`src/rtl/imm_gen_pipe.sv`:
```
// Pipelined RISC-V immediate generator: decodes the immediate on the input side and
// buffers {imm, err, tag} in an output register plus one skid entry behind valid/ready.
module imm_gen_pipe #(
    parameter int XLEN  = 32,
    parameter int TAG_W = 8
) (
    input  logic             clk,
    input  logic             rst_n,
    input  logic             flush,
    input  logic             in_valid,
    output logic             in_ready,
    input  logic [31:0]      instr,
    input  logic [2:0]       imm_src,
    input  logic [TAG_W-1:0] in_tag,
    output logic             out_valid,
    input  logic             out_ready,
    output logic [XLEN-1:0]  imm,
    output logic             imm_err,
    output logic [TAG_W-1:0] out_tag
);

    generate
        if ((XLEN != 32) && (XLEN != 64)) begin : g_bad_xlen
            $error("imm_gen_pipe: XLEN must be 32 or 64");
        end
    endgenerate

    typedef enum logic [1:0] {
        S_EMPTY = 2'b00,
        S_ONE   = 2'b01,
        S_FULL  = 2'b10
    } state_t;

    function automatic logic [XLEN-1:0] f_sext32(input logic [31:0] v);
        logic [XLEN-1:0] r;
        r       = {XLEN{v[31]}};
        r[31:0] = v;
        return r;
    endfunction

    function automatic logic [XLEN-1:0] f_zext32(input logic [31:0] v);
        logic [XLEN-1:0] r;
        r       = '0;
        r[31:0] = v;
        return r;
    endfunction

    logic [XLEN-1:0]  w_imm;
    logic             w_err;
    state_t           r_state;
    state_t           w_next;
    logic             r_out_valid;
    logic             r_in_ready;
    logic [XLEN-1:0]  r_out_imm;
    logic             r_out_err;
    logic [TAG_W-1:0] r_out_tag;
    logic [XLEN-1:0]  r_skid_imm;
    logic             r_skid_err;
    logic [TAG_W-1:0] r_skid_tag;
    logic             w_acc;
    logic             w_drn;
    logic             w_load_in;
    logic             w_load_skid;
    logic             w_shift;

    assign w_acc = in_valid & r_in_ready;
    assign w_drn = r_out_valid & out_ready;

    // Immediate extraction and extension for the instruction on the input side.
    always_comb begin
        w_imm = '0;
        w_err = 1'b0;
        case (imm_src)
            3'b000: w_imm = f_sext32({{20{instr[31]}}, instr[31:20]});
            3'b001: w_imm = f_sext32({{20{instr[31]}}, instr[31:25], instr[11:7]});
            3'b010: w_imm = f_sext32({{19{instr[31]}}, instr[31], instr[7], instr[30:25],
                                      instr[11:8], 1'b0});
            3'b011: w_imm = f_sext32({{11{instr[31]}}, instr[31], instr[19:12], instr[20],
                                      instr[30:21], 1'b0});
            3'b100: w_imm = f_sext32({instr[31:12], 12'h000});
            3'b101: w_imm = f_zext32({27'h0000000, instr[19:15]});
            3'b110: begin
                // RV64 shifts use a 6-bit shamt; RV32 only 5 bits.
                if (XLEN == 64) begin
                    w_imm = f_zext32({26'h0000000, instr[25:20]});
                end else begin
                    w_imm = f_zext32({27'h0000000, instr[24:20]});
                end
            end
            default: begin
                w_imm = '0;
                w_err = 1'b1;
            end
        endcase
    end

    // Next-state and load-enable decode; flush overrides everything except the drain.
    always_comb begin
        w_next      = r_state;
        w_load_in   = 1'b0;
        w_load_skid = 1'b0;
        w_shift     = 1'b0;
        if (flush) begin
            w_next = S_EMPTY;
        end else begin
            case (r_state)
                S_EMPTY: begin
                    if (w_acc) begin
                        w_next    = S_ONE;
                        w_load_in = 1'b1;
                    end else begin
                        w_next = S_EMPTY;
                    end
                end
                S_ONE: begin
                    if (w_acc && w_drn) begin
                        w_next    = S_ONE;
                        w_load_in = 1'b1;
                    end else if (w_acc) begin
                        w_next      = S_FULL;
                        w_load_skid = 1'b1;
                    end else if (w_drn) begin
                        w_next = S_EMPTY;
                    end else begin
                        w_next = S_ONE;
                    end
                end
                S_FULL: begin
                    if (w_drn) begin
                        w_next  = S_ONE;
                        w_shift = 1'b1;
                    end else begin
                        w_next = S_FULL;
                    end
                end
                default: w_next = S_EMPTY;
            endcase
        end
    end

    // State register with registered handshake flags derived from the next state.
    always_ff @(posedge clk or negedge rst_n) begin
        if (!rst_n) begin
            r_state     <= S_EMPTY;
            r_out_valid <= 1'b0;
            r_in_ready  <= 1'b1;
        end else begin
            r_state     <= w_next;
            r_out_valid <= (w_next != S_EMPTY);
            r_in_ready  <= (w_next != S_FULL);
        end
    end

    // Output entry: loads only on a direct fill or a shift from the skid entry.
    always_ff @(posedge clk or negedge rst_n) begin
        if (!rst_n) begin
            r_out_imm <= '0;
            r_out_err <= 1'b0;
            r_out_tag <= '0;
        end else if (w_load_in) begin
            r_out_imm <= w_imm;
            r_out_err <= w_err;
            r_out_tag <= in_tag;
        end else if (w_shift) begin
            r_out_imm <= r_skid_imm;
            r_out_err <= r_skid_err;
            r_out_tag <= r_skid_tag;
        end
    end

    // Skid entry: catches the accept that arrives while the output is stalled.
    always_ff @(posedge clk or negedge rst_n) begin
        if (!rst_n) begin
            r_skid_imm <= '0;
            r_skid_err <= 1'b0;
            r_skid_tag <= '0;
        end else if (w_load_skid) begin
            r_skid_imm <= w_imm;
            r_skid_err <= w_err;
            r_skid_tag <= in_tag;
        end
    end

    assign in_ready  = r_in_ready;
    assign out_valid = r_out_valid;
    assign imm       = r_out_imm;
    assign imm_err   = r_out_err;
    assign out_tag   = r_out_tag;

endmodule

```
`config.mk`:
```
export PLATFORM = sky130hd
export DESIGN_NAME = imm_gen_pipe
export DESIGN_NICKNAME = d
export VERILOG_FILES = /design/src/rtl/imm_gen_pipe.sv
export SDC_FILE = /design/constraint.sdc
export NUM_CORES = 1
export LEC_CHECK = 0
export BUFFER_PORTS_ARGS = -buffer_cell sky130_fd_sc_hd__buf_2
export CAP_MARGIN = 10
export CELL_PAD_IN_SITES_DETAIL_PLACEMENT = 1
export CELL_PAD_IN_SITES_GLOBAL_PLACEMENT = 2
export CORE_ASPECT_RATIO = 0.5
export CORE_UTILIZATION = 30
export CTS_CLUSTER_SIZE = 30
export DETAILED_ROUTE_END_ITERATION = 10
export HOLD_SLACK_MARGIN = 0.1
export PLACE_DENSITY_LB_ADDON = 0.1
export SYNTH_ARGS = -nofsm -noshare
export SYNTH_HDL_FRONTEND = slang
export SYNTH_SLANG_ARGS = --single-unit
export TNS_END_PERCENT = 50
```
`constraint.sdc`:
```
create_clock -name clk -period 1.68 [get_ports clk]
set_input_delay 0.084 -clock clk [delete_from_list [all_inputs] [get_ports clk]]
set_output_delay 0.084 -clock clk [all_outputs]
set_load 0.1 [all_outputs]
```
Word level (Yosys, flattened, before mapping)
Index checks and enable logic that the tools add are counted.
{"block": "totals", "wordCells": 51, "register_bits": 86, "input_bits": 48, "output_inout_bits": 43}
{"block": "classes", "reduce_logical": 6, "n_bitwise": 2, "eq_ne": 9, "muxes": 25}
{"op": "32-bit one-hot mux with 7 select lines", "n": 1}
{"op": "32-bit two-way mux", "n": 2}
{"op": "8-bit two-way mux", "n": 2}
{"op": "1-bit two-way mux", "n": 14}
{"op": "3-bit equality test, second input constant", "n": 3}
{"op": "2-bit two-way mux", "n": 4}
{"op": "7-bit OR reduction", "n": 1}
{"op": "3-bit by 2-bit equality test with 1-bit output, second input constant", "n": 2}
{"op": "2-bit one-hot mux with 3 select lines", "n": 1}
{"op": "2-bit nonzero test", "n": 2}
{"op": "3-bit by 1-bit equality test with 1-bit output, second input constant", "n": 1}
{"op": "3-bit logical NOT", "n": 1}
{"op": "1-bit AND", "n": 2}
{"op": "2-bit by 1-bit equality test with 1-bit output, second input constant", "n": 1}
{"op": "2-bit equality test, second input constant", "n": 1}
{"op": "2-bit logical NOT", "n": 1}
{"op": "2-bit inequality test, second input constant", "n": 1}
{"op": "1-bit one-hot mux with 2 select lines", "n": 1}
{"op": "1-bit logical AND", "n": 1}

Logic depth before layout (Yosys ltp)
{"block": "depth", "depth_word": 7, "depth_mapped": 9, "mapped_depth_nobuf": 7}

Worst setup path after synthesis
No wires, ideal clock.
{"block": "synth_path", "kind": "register to register", "startpoint": "reg r_out_valid, in the netlist out_valid", "endpoint": "reg r_out_imm[20], in the netlist imm[20]", "synth_period_minus_slack_ns": 2.373, "path_buffers": 2, "arrival_ns": 2.234, "setup_ns": 0.140, "required_ns": 1.540, "path_stages_with_launch": 9, "setup_slack_ns": -0.693, "path_cell_list": "dfrtp_1 nand2_1 inv_1 ha_1 nand2_1 a211o_1 buf_2 buf_1 mux2i_1"}
{"block": "synth_between", "elab_chain_len": 6, "word_cells_on_any_way": 10, "cone_classes": "7 x mux; 1 x bitwise; 2 x reduce/logical"}
{"element": "from (decl)", "line_no": "52", "source": "logic r_out_valid;"}
{"element": "from (signal assigned)", "line_no": "149", "source": "r_out_valid <= (w_next != S_EMPTY);"}
{"element": "1-bit AND *", "line_no": "67", "source": "assign w_drn = r_out_valid & out_ready;"}
{"element": "1-bit logical AND", "line_no": "116", "source": "if (w_acc && w_drn) begin"}
{"element": "1-bit two-way mux", "line_no": "116"}
{"element": "1-bit one-hot mux with 2 select lines", "line_no": "106", "source": "case (r_state)"}
{"element": "1-bit two-way mux", "line_no": "103", "source": "if (flush) begin"}
{"element": "32-bit two-way mux / 2-bit nonzero test (equally long branches)"}
{"element": "to (signal assigned)", "line_no": "161", "source": "r_out_imm <= w_imm;"}
{"element": "to (signal assigned)", "line_no": "165", "source": "r_out_imm <= r_skid_imm;"}
{"element": "to (decl)", "line_no": "54", "source": "logic [XLEN-1:0] r_out_imm;"}
Every way passes the cells marked *; elsewhere a longest branch is shown, timed or not.
A chain may end at the register's enable or synchronous reset.

Worst setup path in the final report
{"block": "layout_path", "startpoint": "reg r_in_ready, in the netlist in_ready", "endpoint": "reg r_out_imm[1], in the netlist imm[1]"}
{"block": "layout_between", "elab_chain_len": 6, "word_cells_on_any_way": 8, "cone_classes": "5 x mux; 1 x bitwise; 2 x reduce/logical"}
{"element": "from (decl)", "line_no": "53", "source": "logic r_in_ready;"}
{"element": "from (signal assigned)", "line_no": "150", "source": "r_in_ready <= (w_next != S_FULL);"}
{"element": "1-bit AND *", "line_no": "66", "source": "assign w_acc = in_valid & r_in_ready;"}
{"element": "1-bit logical AND", "line_no": "116"}
{"element": "1-bit two-way mux", "line_no": "116"}
{"element": "1-bit one-hot mux with 2 select lines *", "line_no": "106"}
{"element": "1-bit two-way mux *", "line_no": "103"}
{"element": "32-bit two-way mux / 2-bit nonzero test (equally long branches)"}
Marks and branches as above.

==> impl_metrics.ini <==
[final_layout]
post_route_cells_drive_above_1_share = 0.366
non_filler_cell_area_final_um2 = 5910
n_fill_cell = 1413
syn_to_final_growth_pct = 45.8
nNetsFinal = 572
antenna_cells = 0
layout.cells.non_filler = 697

[clock_tree]
htreeDepth = 3
cts_inserted_buffers = 9
tritoncts_clock_tree = yes
clock-root-buffer = sky130_fd_sc_hd__clkbuf_16
clock_path_buffers = 2
clkTransAtPathRegs_ns = 0.07
clk_latency_ns = 0.34
tritoncts_num_sinks = 86

[drt]
drcViolationCount = 6
drt_first_pass_iters = 8
drtIter0Drc = 165
vias = 3564
routed_wl_um = 13800
wire_per_inst_um = 19.8
postRouteAntennaNets = 0
routed_via_density = 5.11

[global_route]
grt_first_pass_wirelength_um = 21500
first_global_vias = 3863
gr-usage-all-layers = 0.198
grt-ovfl-total = 0
grt_max_degree = 37
number_of_antenna_violations_at_the_first_check_in_global_routing = 0

[power_and_ir_drop]
cell_internal_pwr_uw = 4840
p_per_area_nw_per_um2 = 1530
sequentialPowerShare = 0.342
vdd_drop_max_mv = 0.688
comb_power_share = 0.430
power.clock.fraction = 0.228
total_leakage_power_uw = 0.00295
switchingPower_uw = 4190
p_sw_frac = 0.464

[timing]
layout_min_cycle_time_ns = 1.90
unrepaired_setup_endpoints_after_global_routing = yes
max_slew_margin = 0.654
worst-slew-pin-transition_ns = 0.518
final_critical_path_setup_slack_ns = -0.222
timing.clock.skew_ns = 0.00928
fin_setup_tns_ns = -8.29
fmax_mhz = 526
report.final.hold_viol_count = 0
setup_viol_count_final = 74
period_share = 1.13
report.final.slew_viol_count = 0

[yosys]
most_repeated_cell_in_the_gate_level_netlist_after_synthesis = sky130_fd_sc_hd__dfrtp_1
synth.largest_area_cell = sky130_fd_sc_hd__dfrtp_1
synth_common_cells = 85 x sky130_fd_sc_hd__dfrtp_1, 67 x sky130_fd_sc_hd__nand2_1, 37 x sky130_fd_sc_hd__mux2i_1, 34 x sky130_fd_sc_hd__a21oi_1, 24 x sky130_fd_sc_hd__o21ai_0
async_set_or_reset_flop_fraction_in_the_synthesized_netlist = 1.00
post_synth.cell_area_avg_um2 = 10.3
ys_ff_latch = 86
syn-cell-area_um2 = 4060
synth_top_cells_by_area = sky130_fd_sc_hd__dfrtp_1 52%, sky130_fd_sc_hd__mux2i_1 9.1%, sky130_fd_sc_hd__nand2_1 6.2%
yosys_warnings = 0
synth_nets = 444
postSynthCellCount = 394
number_of_flops_mapped_to_enable_cells_by_yosys = 0
synth_top_cell_area_share = 0.524
yosysSeqAreaShare = 0.531
ys_types = 43
ys_dominant_reg_cell = sky130_fd_sc_hd__dfrtp_1

[setup_path]
worstPathCellList = and2_4, ha_4, nand2_4, a211o_4, buf_12, a21oi_4, a21o_1
rr_startpoint = in_ready
worstPathMaxFanout = 18
critical_path_arrival_ns = 2.18
timing.critical_path.to_type = flip-flop
startpoint = in_ready
critPathLaunchType = flip-flop
timing_worst_setup_path_type = reg -> reg
worst_path_max_delay_cell = sky130_fd_sc_hd__dfstp_4
cp_slowest_stage_delay_ns = 0.61
worst_r2r_path_cells = 7
rr_endpoint = imm[1]
setup.reg_to_reg.worst_slack_ns = -0.22
critPathRequiredTime_ns = 1.95

[placement]
dp_hpwl_um = 8640
dpl_cell_area_um2 = 4890
numPortBuffers = 83
placedCellCount = 647
placer_congestion = 0.823
placement.setup.worst_slack_ns = -0.211

[floorplanning]
num_rows = 29
fp.dieArea_um2 = 14000
pin_count = 91
start_util = 0.314
die_h_um = 84.2
die_w_um = 166
core_area_um2 = 12900

[outcome]
run_status = finished, violations left
violations = design-rule violations, negative setup slack

[hold_path]
worst_hold_path_type = in -> reg
worst_case_hold_path_end_point = r_skid_imm[23]
worst_hold_path.num_cells = 3
holdCritStartpoint = instr[23]

[job]
maxCapViolations = 0
## layer usage
layer / wire length, um / part of all wire / up-vias / global-route usage
li1: - / - / 1666 / -
met2: 6150 / 0.45 / 66 / 0.314
met3: 533 / 0.039 / 16 / 0.0429
met1: 7010 / 0.51 / 1816 / 0.282
met5: 0 / 0 / - / 0
met4: 113 / 0.0082 / 0 / 0.0362
## layout make-up
class	count	area [um^2]	share of cell area
Tap cell	170	213	0.0360
Inverter	11	41.3	0.00698
Clock buffer	10	229	0.0387
Clock inverter	6	68.8	0.0116
Sequential cell	86	2160	0.365
Timing Repair Buffer	144	1190	0.201
Multi-Input combinational cell	270	2010	0.340
## per-stage QoR
step,util,power [uW],hold slack [ns]
2_1_floorplan,-,5850,-0.212
3_3_place_gp,0.378,6510,0.0805
3_5_place_dp,0.378,6620,0.0932
4_1_cts,0.437,8860,0.101
5_1_grt,0.458,9420,0.122
6_report,0.458,9030,0.106
## power groups by stage
stage	registers, uW	clock network [uW]	logic (uW)
after CTS	3060	2090	3710
after global placement	3050	0	3460
after detailed placement	3090	0	3530
final	3080	2060	3880
after global routing	3160	2180	4080
after floorplan	5020	0	823
## worst max-delay path: cells and delay by family, from the launching register on
family          cells  cell delay (ns)
compound gates      3             0.70
fa+ha+maj           1             0.14
buf+inv             1             0.18
flops               1             0.61
simple gates        2             0.20
## placed cells by master (no fill, tap or decap), types with 2 or more instances in the layout
| cell | netlist | routed |
|---|---|---|
| sky130_fd_sc_hd__nand2_1 | 67 | 56 |
| sky130_fd_sc_hd__nand3_1 | 2 | 2 |
| sky130_fd_sc_hd__buf_6 | 1 | 6 |
| sky130_fd_sc_hd__buf_12 | 1 | 13 |
| sky130_fd_sc_hd__o21ai_1 | 0 | 17 |
| sky130_fd_sc_hd__nor2_1 | 13 | 9 |
| sky130_fd_sc_hd__buf_2 | 12 | 83 |
| sky130_fd_sc_hd__inv_6 | 0 | 2 |
| sky130_fd_sc_hd__nand4b_1 | 3 | 3 |
| sky130_fd_sc_hd__nand3b_1 | 3 | 3 |
| sky130_fd_sc_hd__a221o_1 | 6 | 6 |
| sky130_fd_sc_hd__o22ai_1 | 6 | 4 |
| sky130_fd_sc_hd__mux2_4 | 0 | 6 |
| sky130_fd_sc_hd__nand2_2 | 0 | 10 |
| sky130_fd_sc_hd__a22o_1 | 10 | 10 |
| sky130_fd_sc_hd__a21oi_2 | 0 | 3 |
| sky130_fd_sc_hd__o22a_1 | 7 | 7 |
| sky130_fd_sc_hd__a22oi_1 | 5 | 5 |
| sky130_fd_sc_hd__a222oi_1 | 3 | 3 |
| sky130_fd_sc_hd__nor2_2 | 0 | 4 |
| sky130_fd_sc_hd__mux2i_1 | 37 | 35 |
| sky130_fd_sc_hd__dfrtp_1 | 85 | 84 |
| sky130_fd_sc_hd__dlygate4sd3_1 | 0 | 15 |
| sky130_fd_sc_hd__ha_4 | 0 | 2 |
| sky130_fd_sc_hd__mux2i_4 | 0 | 2 |
| sky130_fd_sc_hd__a31oi_4 | 0 | 4 |
| sky130_fd_sc_hd__clkbuf_16 | 0 | 11 |
| sky130_fd_sc_hd__buf_4 | 0 | 22 |
| sky130_fd_sc_hd__buf_16 | 0 | 3 |
| sky130_fd_sc_hd__inv_1 | 11 | 11 |
| sky130_fd_sc_hd__nor2b_1 | 11 | 11 |
| sky130_fd_sc_hd__o21ai_0 | 24 | 6 |
| sky130_fd_sc_hd__a21o_1 | 4 | 4 |
| sky130_fd_sc_hd__a31o_4 | 0 | 3 |
| sky130_fd_sc_hd__a21oi_1 | 34 | 30 |
## sequential cells by signal, indices dropped and copies added, names as in the netlist
register and cells:
imm_err 1, out_tag 8, r_skid_err 1, out_valid 1, r_skid_tag 8, imm 32
r_skid_imm 32, in_ready 1, r_state 2
## kinds of logic after synthesis
family / share of synthesized area
AND/OR/NAND/NOR: 0.124
multiplexers: 0.108
AO/OA/AOI/OAI: 0.182
XOR/XNOR: 0.00216
buffers and inverters: 0.0466
flip-flops: 0.531
adder cells (fa/ha/maj): 0.00617
## worst max path at each step
stage | to | depth (start not counted)
6_report | imm[1] | 7
5_1_grt | imm[1] | 7
4_1_cts | imm[1] | 7
3_5_place_dp | r_skid_imm[24] | 5
3_3_place_gp | r_skid_imm[24] | 5
2_1_floorplan | imm[10] | 8
## repair_timing
| action | in CTS | in global routing |
|---|---|---|
| pin swaps | 8 | 8 |
| endpoints found under the hold margin | 58 | 0 |
| setup buffers | 6 | 4 |
| setup endpoints to repair | 72 | 85 |
| hold buffers | 15 | 0 |
| gates cloned | 6 | 3 |
| gates resized for setup | 28 | 55 |
(Power assumes the default switching activity.)
